--- src/rtl/axi_wr_frontend_pkg.sv ---
// ---------------------------------------------------------------------------
// axi_wr_frontend_pkg
// Shared definitions for the AXI write-channel front end of the DDR2
// controller: the FSM state encoding, the B-channel response codes, and a
// helper that decides whether a burst fits in the local write buffer.
// ---------------------------------------------------------------------------
package axi_wr_frontend_pkg;

    typedef enum logic [2:0] {
        ST_IDLE    = 3'd0,
        ST_COLLECT = 3'd1,
        ST_DRAIN   = 3'd2,
        ST_CMD     = 3'd3,
        ST_WAIT    = 3'd4,
        ST_RESP    = 3'd5
    } state_e;

    localparam logic [1:0] RESP_OKAY   = 2'b00;
    localparam logic [1:0] RESP_SLVERR = 2'b10;

    // A burst of len+1 beats is legal only if the whole burst can be held in
    // the buffer, because the burst is forwarded store-and-forward.
    function automatic logic burst_fits(input logic [7:0] len, input int unsigned depth);
        return ({24'd0, len} + 32'd1) <= depth;
    endfunction

endpackage

--- src/rtl/axi_wr_frontend_fifo.sv ---
// ---------------------------------------------------------------------------
// sync_fifo
// Single-clock FIFO holding one write burst between the AXI W channel and
// the DDR2 command scheduler.
//
// Ports:
//   clk, rstn    controller clock, asynchronous active-low reset
//   push, din    write one word (ignored when full or flushing)
//   pop          advance the read pointer (ignored when empty or flushing)
//   flush        return to empty in one cycle; wins over push and pop
//   full, empty  status flags
//   dout         head word; combinational from storage when FWFT=1,
//                otherwise registered on pop
// ---------------------------------------------------------------------------
module sync_fifo #(
    parameter int DATA_WIDTH = 16,
    parameter int FIFO_DEPTH = 16,
    parameter bit FWFT       = 1'b1
) (
    input  logic                  clk,
    input  logic                  rstn,
    input  logic                  push,
    input  logic [DATA_WIDTH-1:0] din,
    input  logic                  pop,
    input  logic                  flush,
    output logic                  full,
    output logic                  empty,
    output logic [DATA_WIDTH-1:0] dout
);

    localparam int AW = $clog2(FIFO_DEPTH);
    localparam int PW = AW + 1;

    // The extra pointer MSB separates "full" from "empty" when the low
    // address bits coincide.
    logic [PW-1:0] wr_ptr_q, wr_ptr_d;
    logic [PW-1:0] rd_ptr_q, rd_ptr_d;
    logic [DATA_WIDTH-1:0] mem [FIFO_DEPTH];

    logic do_push;
    logic do_pop;

    assign full    = (wr_ptr_q[AW] != rd_ptr_q[AW]) && (wr_ptr_q[AW-1:0] == rd_ptr_q[AW-1:0]);
    assign empty   = (wr_ptr_q == rd_ptr_q);
    assign do_push = push && !full && !flush;
    assign do_pop  = pop && !empty && !flush;

    always_comb begin
        wr_ptr_d = wr_ptr_q;
        rd_ptr_d = rd_ptr_q;
        if (flush) begin
            wr_ptr_d = '0;
            rd_ptr_d = '0;
        end else begin
            if (do_push) wr_ptr_d = wr_ptr_q + PW'(1);
            if (do_pop)  rd_ptr_d = rd_ptr_q + PW'(1);
        end
    end

    always_ff @(posedge clk or negedge rstn) begin
        if (!rstn) begin
            wr_ptr_q <= '0;
            rd_ptr_q <= '0;
        end else begin
            wr_ptr_q <= wr_ptr_d;
            rd_ptr_q <= rd_ptr_d;
        end
    end

    // Storage needs no reset: the pointers alone define which words are valid.
    always_ff @(posedge clk) begin
        if (do_push) mem[wr_ptr_q[AW-1:0]] <= din;
    end

    generate
        if (FWFT) begin : g_fwft
            assign dout = mem[rd_ptr_q[AW-1:0]];
        end else begin : g_reg
            logic [DATA_WIDTH-1:0] dout_q, dout_d;
            always_comb begin
                dout_d = dout_q;
                if (do_pop) dout_d = mem[rd_ptr_q[AW-1:0]];
            end
            always_ff @(posedge clk or negedge rstn) begin
                if (!rstn) dout_q <= '0;
                else       dout_q <= dout_d;
            end
            assign dout = dout_q;
        end
    endgenerate

endmodule

--- src/rtl/axi_wr_frontend.sv ---
// ---------------------------------------------------------------------------
// axi_wr_frontend
// AXI write-channel slave front end of the DDR2 controller. One burst at a
// time is accepted, buffered completely, issued to the command scheduler as
// a single write command, streamed out on demand, and acknowledged on B once
// the scheduler reports completion.
//
// Ports:
//   clk, rstn                 controller clock, async active-low reset
//   init_end                  DDR init done; gates AW acceptance
//   aw*  (valid/ready/addr/len) AXI write address channel
//   w*   (valid/ready/last/data) AXI write data channel
//   b*   (valid/ready/resp)   AXI write response channel
//   cmd_valid/ready/addr/len  write command to the scheduler
//   wr_data_en, wr_data       scheduler pops buffered beats (FWFT head)
//   cmd_done                  scheduler finished the burst (1-cycle pulse)
// ---------------------------------------------------------------------------
module axi_wr_frontend
    import axi_wr_frontend_pkg::*;
#(
    parameter int ADDR_WIDTH = 27,
    parameter int DATA_WIDTH = 16,
    parameter int FIFO_DEPTH = 16
) (
    input  logic                  clk,
    input  logic                  rstn,
    input  logic                  init_end,
    input  logic                  awvalid,
    output logic                  awready,
    input  logic [ADDR_WIDTH-1:0] awaddr,
    input  logic [7:0]            awlen,
    input  logic                  wvalid,
    output logic                  wready,
    input  logic                  wlast,
    input  logic [DATA_WIDTH-1:0] wdata,
    output logic                  bvalid,
    input  logic                  bready,
    output logic [1:0]            bresp,
    output logic                  cmd_valid,
    input  logic                  cmd_ready,
    output logic [ADDR_WIDTH-1:0] cmd_addr,
    output logic [7:0]            cmd_len,
    input  logic                  wr_data_en,
    output logic [DATA_WIDTH-1:0] wr_data,
    input  logic                  cmd_done
);

    state_e                state_q, state_d;
    logic                  err_q, err_d;
    logic [7:0]            beat_cnt_q, beat_cnt_d;
    logic [ADDR_WIDTH-1:0] cmd_addr_q, cmd_addr_d;
    logic [7:0]            cmd_len_q, cmd_len_d;
    logic                  awready_q, awready_d;

    logic fifo_push;
    logic fifo_pop;
    logic fifo_flush;
    logic fifo_full;
    logic fifo_empty;

    logic aw_hs;
    logic w_hs;

    // Channel readies/valids come from registered state only, never from the
    // matching valid input.
    assign awready   = awready_q;
    assign wready    = ((state_q == ST_COLLECT) && !fifo_full) || (state_q == ST_DRAIN);
    assign cmd_valid = (state_q == ST_CMD);
    assign bvalid    = (state_q == ST_RESP);
    assign bresp     = (bvalid && err_q) ? RESP_SLVERR : RESP_OKAY;
    assign cmd_addr  = cmd_addr_q;
    assign cmd_len   = cmd_len_q;

    assign aw_hs = awvalid && awready_q;
    assign w_hs  = wvalid && wready;

    sync_fifo #(
        .DATA_WIDTH (DATA_WIDTH),
        .FIFO_DEPTH (FIFO_DEPTH),
        .FWFT       (1'b1)
    ) u_fifo (
        .clk   (clk),
        .rstn  (rstn),
        .push  (fifo_push),
        .din   (wdata),
        .pop   (fifo_pop),
        .flush (fifo_flush),
        .full  (fifo_full),
        .empty (fifo_empty),
        .dout  (wr_data)
    );

    // Next-state logic. Any protocol error marks the burst for SLVERR and
    // drops whatever is buffered so the scheduler never sees partial data.
    always_comb begin
        state_d    = state_q;
        err_d      = err_q;
        beat_cnt_d = beat_cnt_q;
        cmd_addr_d = cmd_addr_q;
        cmd_len_d  = cmd_len_q;
        fifo_push  = 1'b0;
        fifo_pop   = 1'b0;
        fifo_flush = 1'b0;

        case (state_q)
            ST_IDLE: begin
                if (aw_hs) begin
                    cmd_addr_d = awaddr;
                    cmd_len_d  = awlen;
                    if (burst_fits(awlen, FIFO_DEPTH)) begin
                        state_d = ST_COLLECT;
                    end else begin
                        err_d   = 1'b1;
                        state_d = ST_DRAIN;
                    end
                end
            end
            ST_COLLECT: begin
                if (w_hs) begin
                    fifo_push  = 1'b1;
                    beat_cnt_d = beat_cnt_q + 8'd1;
                    if (beat_cnt_q == cmd_len_q) begin
                        if (wlast) begin
                            state_d = ST_CMD;
                        end else begin
                            err_d      = 1'b1;
                            fifo_flush = 1'b1;
                            state_d    = ST_RESP;
                        end
                    end else if (wlast) begin
                        err_d      = 1'b1;
                        fifo_flush = 1'b1;
                        state_d    = ST_RESP;
                    end
                end
            end
            ST_DRAIN: begin
                if (w_hs && wlast) state_d = ST_RESP;
            end
            ST_CMD: begin
                if (cmd_ready) state_d = ST_WAIT;
            end
            ST_WAIT: begin
                // Pops on an empty FIFO are swallowed inside the FIFO.
                fifo_pop = wr_data_en;
                if (cmd_done) begin
                    if (!fifo_empty) begin
                        err_d      = 1'b1;
                        fifo_flush = 1'b1;
                    end
                    state_d = ST_RESP;
                end
            end
            ST_RESP: begin
                if (bready) begin
                    err_d      = 1'b0;
                    beat_cnt_d = 8'd0;
                    state_d    = ST_IDLE;
                end
            end
            default: state_d = ST_IDLE;
        endcase

        // Registered so awready can only rise the cycle after returning to IDLE.
        awready_d = (state_d == ST_IDLE) && init_end;
    end

    always_ff @(posedge clk or negedge rstn) begin
        if (!rstn) begin
            state_q    <= ST_IDLE;
            err_q      <= 1'b0;
            beat_cnt_q <= 8'd0;
            cmd_addr_q <= '0;
            cmd_len_q  <= 8'd0;
            awready_q  <= 1'b0;
        end else begin
            state_q    <= state_d;
            err_q      <= err_d;
            beat_cnt_q <= beat_cnt_d;
            cmd_addr_q <= cmd_addr_d;
            cmd_len_q  <= cmd_len_d;
            awready_q  <= awready_d;
        end
    end

endmodule

--- config.mk ---
export PLATFORM = sky130hd
export DESIGN_NAME = axi_wr_frontend
export DESIGN_NICKNAME = d
export VERILOG_FILES = /design/src/rtl/axi_wr_frontend_pkg.sv /design/src/rtl/axi_wr_frontend_fifo.sv /design/src/rtl/axi_wr_frontend.sv
export SDC_FILE = /design/constraint.sdc
export NUM_CORES = 1
export LEC_CHECK = 0
export BUFFER_PORTS_ARGS = -buffer_cell sky130_fd_sc_hd__clkbuf_2
export CAP_MARGIN = 20
export CORE_MARGIN = 5
export CORE_UTILIZATION = 40
export CTS_CLUSTER_DIAMETER = 120
export CTS_CLUSTER_SIZE = 28
export DETAILED_ROUTE_END_ITERATION = 8
export GPL_ROUTABILITY_DRIVEN = 0
export PLACE_DENSITY = 0.69
export SLEW_MARGIN = 15
export SYNTH_ARGS = -nofsm -noshare
export SYNTH_HDL_FRONTEND = slang
export SYNTH_SLANG_ARGS = --single-unit
--- constraint.sdc ---
create_clock -name clk -period 3.35 [get_ports clk]
set_clock_uncertainty 0.2 [all_clocks]
set_input_delay 0.67 -clock clk [delete_from_list [all_inputs] [get_ports clk]]
set_output_delay 0.67 -clock clk [all_outputs]
set_load 0.02 [all_outputs]
==> impl_metrics.yaml, run 1 <==
synthesis:
  synth_area_leaders: "edfxtp_1, mux4_2, dfrtp_1"
  synth_warnings: 0
  synth_ff_type: "edfxtp_1"
  synth_top_area_share_pct: 60.0
  avgSynthCellArea_um2: 20.2
  yosysUniqueCellTypes: 61
  async_flop_share_pct: 18.5
  synth_common_cells: "edfxtp_1, mux4_2, dfrtp_1, mux2_2, and3_1"
  ys_ff_latch: 314
  synth_area_mm2: 0.0128
  yosysMostFrequentCell: "edfxtp_1"
  syn-num-nets: 703
  synth-edff-count: 256
  yosysSeqAreaShare_pct: 71.3
  netlist.top_cell.by_area: "edfxtp_1"
  synth_cells: 636
placed_design:
  dp_slack_ns: 0.411
  placedCellCount: 1158
  dp_hpwl_um: 16500
  port_buffers: 116
layout:
  finalNonFillerCells: 1190
  nFillCells: 2643
  nets: 851
  drive_above_1_share_pct: 40.3
  syn2layout_area_growth_pct: 15.4
cts:
  cts.sinks: 314
  clkLatencyLatePin_ns: 0.51
  root_buffer: "clkbuf_16"
  htreeDepth: 1
  cts_made_buffers: 15
  clkTransAtPathRegs_ns: 0.11
  cts_max_path_buffers: 3
  cts_tree: "yes"
worst_setup_path:
  reg2regPathDepth: 8
  crit_fanout: 10
  critPathKind: "reg2out"
  r2r_start: "u_fifo.rd_ptr_q[0]"
  regToRegSetupSlack_ns: 0.33
  cp.required_ns: 2.48
  worstSetupStartpointType: "flip-flop"
  r2r-end: "u_fifo.mem[15][15]"
  end_kind: "output pin"
  crit_arrival_ns: 2.49
sta:
  rsz0062_at_grt: "true"
  hold_viol: 0
  setup_slack_ns: -0.0139
  slew_headroom_pct: 60.0
  post-route-period-util_pct: 100
  setup_viol: 5
  drv_slew: 0
  finalCriticalPeriod_ns: 3.36
  worst_pin_slew_ns: 0.600
  fin_tns_setup_ns: -0.0300
  fmax_ghz: 0.297
drt:
  routed_wl_um: 27100
  routedWlPerCell_um: 22.8
  vias_per_cell: 5.47
  postRouteAntennaNets: 0
  drtIter0Drc: 568
  dr.pass1.iters: 5
  drc_errors: 0
  dr_total_vias: 6513
power_and_ir_drop:
  ir_drop_mv: 0.576
  total_power_mw: 10.0
  p_leak_nw: 5.16
  power_density_mw_per_mm2: 679
floorplanning:
  io_pins: 118
  core_region_area_mm2: 0.0316
  dieArea_mm2: 0.0357
  dieWidth_um: 189
  die_h_um: 189
  rows: 65
  start_util_pct: 40.5
run:
  drv_cap: 0
hold_path:
  hold_depth: 2
  min_from: "awaddr[22]"
  hold_class: "in2reg"
  min_to: "cmd_addr[22]"
grt:
  grt_pass1_vias: 6867
  antenna_found_initial: 1
  grt_overflow_total: 0
  grt_usage_pct: 14.9
  grt_pass1_wl_um: 41100
  grt_max_degree: 53
outcome:
  status: "finished, violations left"
  violations: "negative setup slack"
[per-stage QoR]
stage          instance area (um2)  hold WS, ns  utilization [%]
6_report                     14800        0.182             46.8
5_1_grt                      14800        0.158             46.8
4_1_cts                      14700        0.153             46.5
3_5_place_dp                 14200        0.285             44.8
3_3_place_gp                 14200        0.268             44.8
2_1_floorplan                12800        0.174                -
[worst max-delay path by stage]
| stage | startpoint | end | cells past startpoint |
|---|---|---|---|
| global placement | u_fifo.rd_ptr_q[0] | wr_data[11] | 4 |
| floorplan | u_fifo.rd_ptr_q[0] | u_fifo.mem[15][0] | 7 |
| detailed placement | u_fifo.rd_ptr_q[0] | wr_data[5] | 4 |
| finish | u_fifo.rd_ptr_q[0] | wr_data[2] | 5 |
| CTS | u_fifo.rd_ptr_q[0] | wr_data[2] | 4 |
| global route | u_fifo.rd_ptr_q[0] | wr_data[7] | 6 |
[area by class of cell]
class                   instances  area (um2)  area share [%]
clock buffers                  17         383            2.59
flip-flops and latches        314        9140            61.8
well taps                     402         503            3.40
repair buffers                163        1240            8.38
inverters                       8        30.0           0.203
diodes                          1        2.50          0.0169
clock inverters                 3        33.8           0.228
multi-input cells             282        3470            23.4
[routing by layer]
layer,wire [um],global-route usage [%],vias to the layer above
met1,11300,20.2,3386
met3,1770,3.28,29
met2,13600,25.4,224
met4,414,2.47,2
met5,20,0,-
li1,-,-,2872
[placed cells by master, fill, tap and decap left out, types with 10 or more instances in the layout]
cell | Yosys | layout
buf_12 | 0 | 16
nor3_2 | 10 | 10
xnor2_1 | 15 | 15
mux2_2 | 31 | 31
clkbuf_2 | 1 | 108
edfxtp_1 | 256 | 256
mux4_2 | 80 | 80
dfrtp_1 | 58 | 56
nand2_1 | 17 | 17
clkbuf_16 | 0 | 17
buf_4 | 2 | 26
and3_1 | 18 | 18
[sequential cells by signal (all words and copies together) (netlist names)]
register / cells
cmd_len: 8
awready: 1
u_fifo.rd_ptr_q: 5
u_fifo.wr_ptr_q: 5
state_q: 3
cmd_addr: 27
err_q: 1
u_fifo.mem: 256
beat_cnt_q: 8
[report_power, final]
part	leakage (nW)	switching, mW	internal [mW]	total [mW]
combinational	1.92	1.63	1.54	3.17
sequential	3.04	0.309	4.54	4.85
clock	0.204	1.18	0.847	2.02
total	5.16	3.12	6.93	10.0
[critical path, stage by stage, from the launching register on]
cell and delay (ns):
dfrtp_4 0.45, buf_4 0.18, buf_12 0.17, mux4_2 0.50
mux4_2 0.50, clkbuf_2 0.18
[kinds of logic after synthesis]
| group | share of synthesized area (%) |
|---|---|
| other | 0.0292 |
| and+or+nand+nor | 4.61 |
| xor gates and xnor gates | 1.83 |
| DFF | 71.3 |
| AOI/OAI and AO/OA | 2.34 |
| buffers and inverters | 1.81 |
| muxes | 17.5 |
| adders and majority gates | 0.585 |
[what timing repair did]
item                                    in CTS  in global routing
endpoints found under the setup margin      15                 16
hold buffers                                 1                  0
gates resized for setup                      4                 15
cloned                                       2                  2
endpoints found under the hold margin       21                  0
setup buffers                                4                  2
Power figures use the tool's default switching activity.
==> inputs of run 2 (changes only) <==
Settings changed: ABC_AREA set to 1.
==> run 2 against run 1 <==
First-iteration DRC count up 49%; clock power rose by 3%; critical path type unchanged; sequential share of layout area rose by 0.59 points; area after synthesis increased by 0.41%; global-route usage grew 2.1 points; largest power group unchanged; worst setup slack improved by 0.16 ns; final cell count grew 33%; the flow now finishes without violations.
==> impl_metrics.yaml, run 2 <==
sta:
  worst_pin_slew_ns: 0.677
  fin_tns_setup_ns: 0
  setup_viol: 0
  slew_headroom_pct: 54.8
  drv_slew: 0
  hold_viol: 0
  finalCriticalPeriod_ns: 3.20
  rsz0062_at_grt: "false"
  post-route-period-util_pct: 95.6
  fmax_ghz: 0.312
synthesis:
  yosysSeqAreaShare_pct: 71.0
  synth-edff-count: 256
  synth_top_area_share_pct: 59.7
  synth_ff_type: "edfxtp_1"
  synth_area_mm2: 0.0129
  async_flop_share_pct: 18.5
  synth_warnings: 0
  yosysUniqueCellTypes: 39
  syn-num-nets: 1112
  synth_common_cells: "edfxtp_1, nor2_1, o21ai_0, nand2_1, dfrtp_1"
  netlist.top_cell.by_area: "edfxtp_1"
  synth_area_leaders: "edfxtp_1, dfrtp_1, o21ai_0"
  avgSynthCellArea_um2: 12.3
  yosysMostFrequentCell: "edfxtp_1"
  synth_cells: 1045
  ys_ff_latch: 314
grt:
  grt_overflow_total: 0
  grt_pass1_wl_um: 48300
  grt_use_met2_pct: 27.6
  grt_pass1_vias: 8334
  grt_max_degree: 65
  grt-busiest-layer: "met2"
  grt_usage_pct: 17.0
  met1_usage_pct: 24.3
  antenna_found_initial: 2
  grt_use_met3_pct: 3.37
cts:
  cts_made_buffers: 15
  htreeDepth: 1
  cts_tree: "yes"
  clkTransAtPathRegs_ns: 0.12
  cts.sinks: 314
  cts_max_path_buffers: 3
  root_buffer: "clkbuf_16"
  clkLatencyLatePin_ns: 0.52
layout:
  finalNonFillerCells: 1579
  nFillCells: 2824
  nets: 1235
  largest_reg_flops: 256
  diodes: 0
  syn2layout_area_growth_pct: 13.9
  drive_above_1_share_pct: 21.0
  final_common_cell: "edfxtp_1"
  layout_common_cells: "edfxtp_1, nor2_1, o21ai_0, clkbuf_2, nand2_1"
worst_setup_path:
  cp_slowest_cell: "dfrtp_4"
  end_kind: "output pin"
  r2r_start: "u_fifo.rd_ptr_q[0]"
  crit_fanout: 55
  worstSetupStartpoint: "u_fifo.rd_ptr_q[0]"
  reg2regPathDepth: 11
  worstSetupStartpointType: "flip-flop"
  path_cells: "clkinv_2, buf_16, o21ai_0, o22ai_1, o211ai_1, nand3_1, clkbuf_2"
  critPathKind: "reg2out"
  crit_arrival_ns: 2.33
  max_stage_delay_ns: 0.48
  cp.required_ns: 2.48
floorplanning:
  core_region_area_mm2: 0.0316
  rows: 65
  start_util_pct: 40.7
  io_pins: 118
  dieArea_mm2: 0.0359
  die_h_um: 189
  dieWidth_um: 189
run:
  drv_cap: 0
power_and_ir_drop:
  p_leak_nw: 5.45
  power_density_mw_per_mm2: 753
  ir_drop_mv: 0.551
hold_path:
  hold_depth: 2
  min_from: "awaddr[1]"
  hold_class: "in2reg"
drt:
  dr.pass1.iters: 5
  dr_total_vias: 8685
  routedWlPerCell_um: 19.9
  postRouteAntennaNets: 0
  drc_errors: 0
  drtIter0Drc: 849
  routed_wl_um: 31500
  vias_per_cell: 5.50
placed_design:
  dp_hpwl_um: 19400
  placedCellCount: 1547
  port_buffers: 116
outcome:
  status: "completed"
==> run 2: changes by cell type after synthesis, sizes merged, moves of 24 or more <==
cell | before | now
nor2 | 6 | 175
o21ai | 8 | 140
nand2 | 17 | 119
mux4 | 80 | 0
o22ai | 1 | 40
inv | 8 | 46
nand3 | 8 | 46
clkbuf | 11 | 43
o221ai | 0 | 24
==> run 2: path summary, 6_finish.rpt <==
check | end | slack [ns]
min in group asynchronous | state_q[2] | 0.53
worst min register to register | err_q | 0.29
worst min-delay path | cmd_addr[1] | 0.17
max in group asynchronous | cmd_addr[0] | 1.79
worst max-delay path | wr_data[14] | 0.15
worst max register to register | u_fifo.mem[1][12] | 0.58
==> run 2: metal layers <==
layer	wire, um	vias to the layer above
li1	-	3980
met4	663	4
met3	2790	40
met1	13400	4272
met5	21	-
met2	14600	389
==> run 2: what timing repair did <==
item	CTS	global route
cloned	1	0
gates resized for setup	1	2
hold endpoints to repair	18	0
endpoints found under the setup margin	8	2
hold buffers	1	0
setup buffers	4	0
==> run 2: cell type report <==
cell class | count | area, um2 | share of cell area [%]
clock inverters | 2 | 38.8 | 0.265
repair buffers | 162 | 1020 | 6.95
multi-input cells | 628 | 3360 | 22.9
inverters | 47 | 186 | 1.27
flip-flops and latches | 314 | 9140 | 62.4
clock buffers | 24 | 409 | 2.79
well taps | 402 | 503 | 3.43
==> run 2: logic make-up (layout without fill, tap and decap cells) <==
kind of cell	Yosys count	in the layout	share of synthesized area [%]
AO/OA/AOI/OAI	227	227	10.2
other	1	1	0.0291
buffers and inverters	103	235	3.24
AND/OR/NAND/NOR	354	354	11.6
XOR/XNOR	10	10	0.680
adder cells (fa/ha/maj)	6	6	0.583
flip-flops	314	314	71.0
multiplexers	30	30	2.62
==> run 2: power breakdown <==
part	switching, mW	internal, mW
Clock	1.21	0.878
Sequential	0.275	4.63
Combinational	2.69	1.36
==> run 2: through the flow <==
step	worst slack, ns	power, mW	util, %	hold slack (ns)	cell area (um2)
after floorplan	0.290	7.59	-	0.174	12900
after global placement	0.450	8.84	44.6	0.259	14100
after detailed placement	0.433	8.92	44.6	0.266	14100
after CTS	0.0513	11.1	46.3	0.161	14700
after global routing	0.0413	11.7	46.3	0.157	14700
final	0.148	11.0	46.3	0.173	14700
==> run 2: worst max-delay path, delay by kind of cell (launching register included) <==
| kind | cells | cell delay, ns |
|---|---|---|
| flip-flops | 1 | 0.48 |
| AO/OA/AOI/OAI | 3 | 0.50 |
| AND/OR/NAND/NOR | 1 | 0.21 |
| buffers and inverters | 3 | 0.62 |
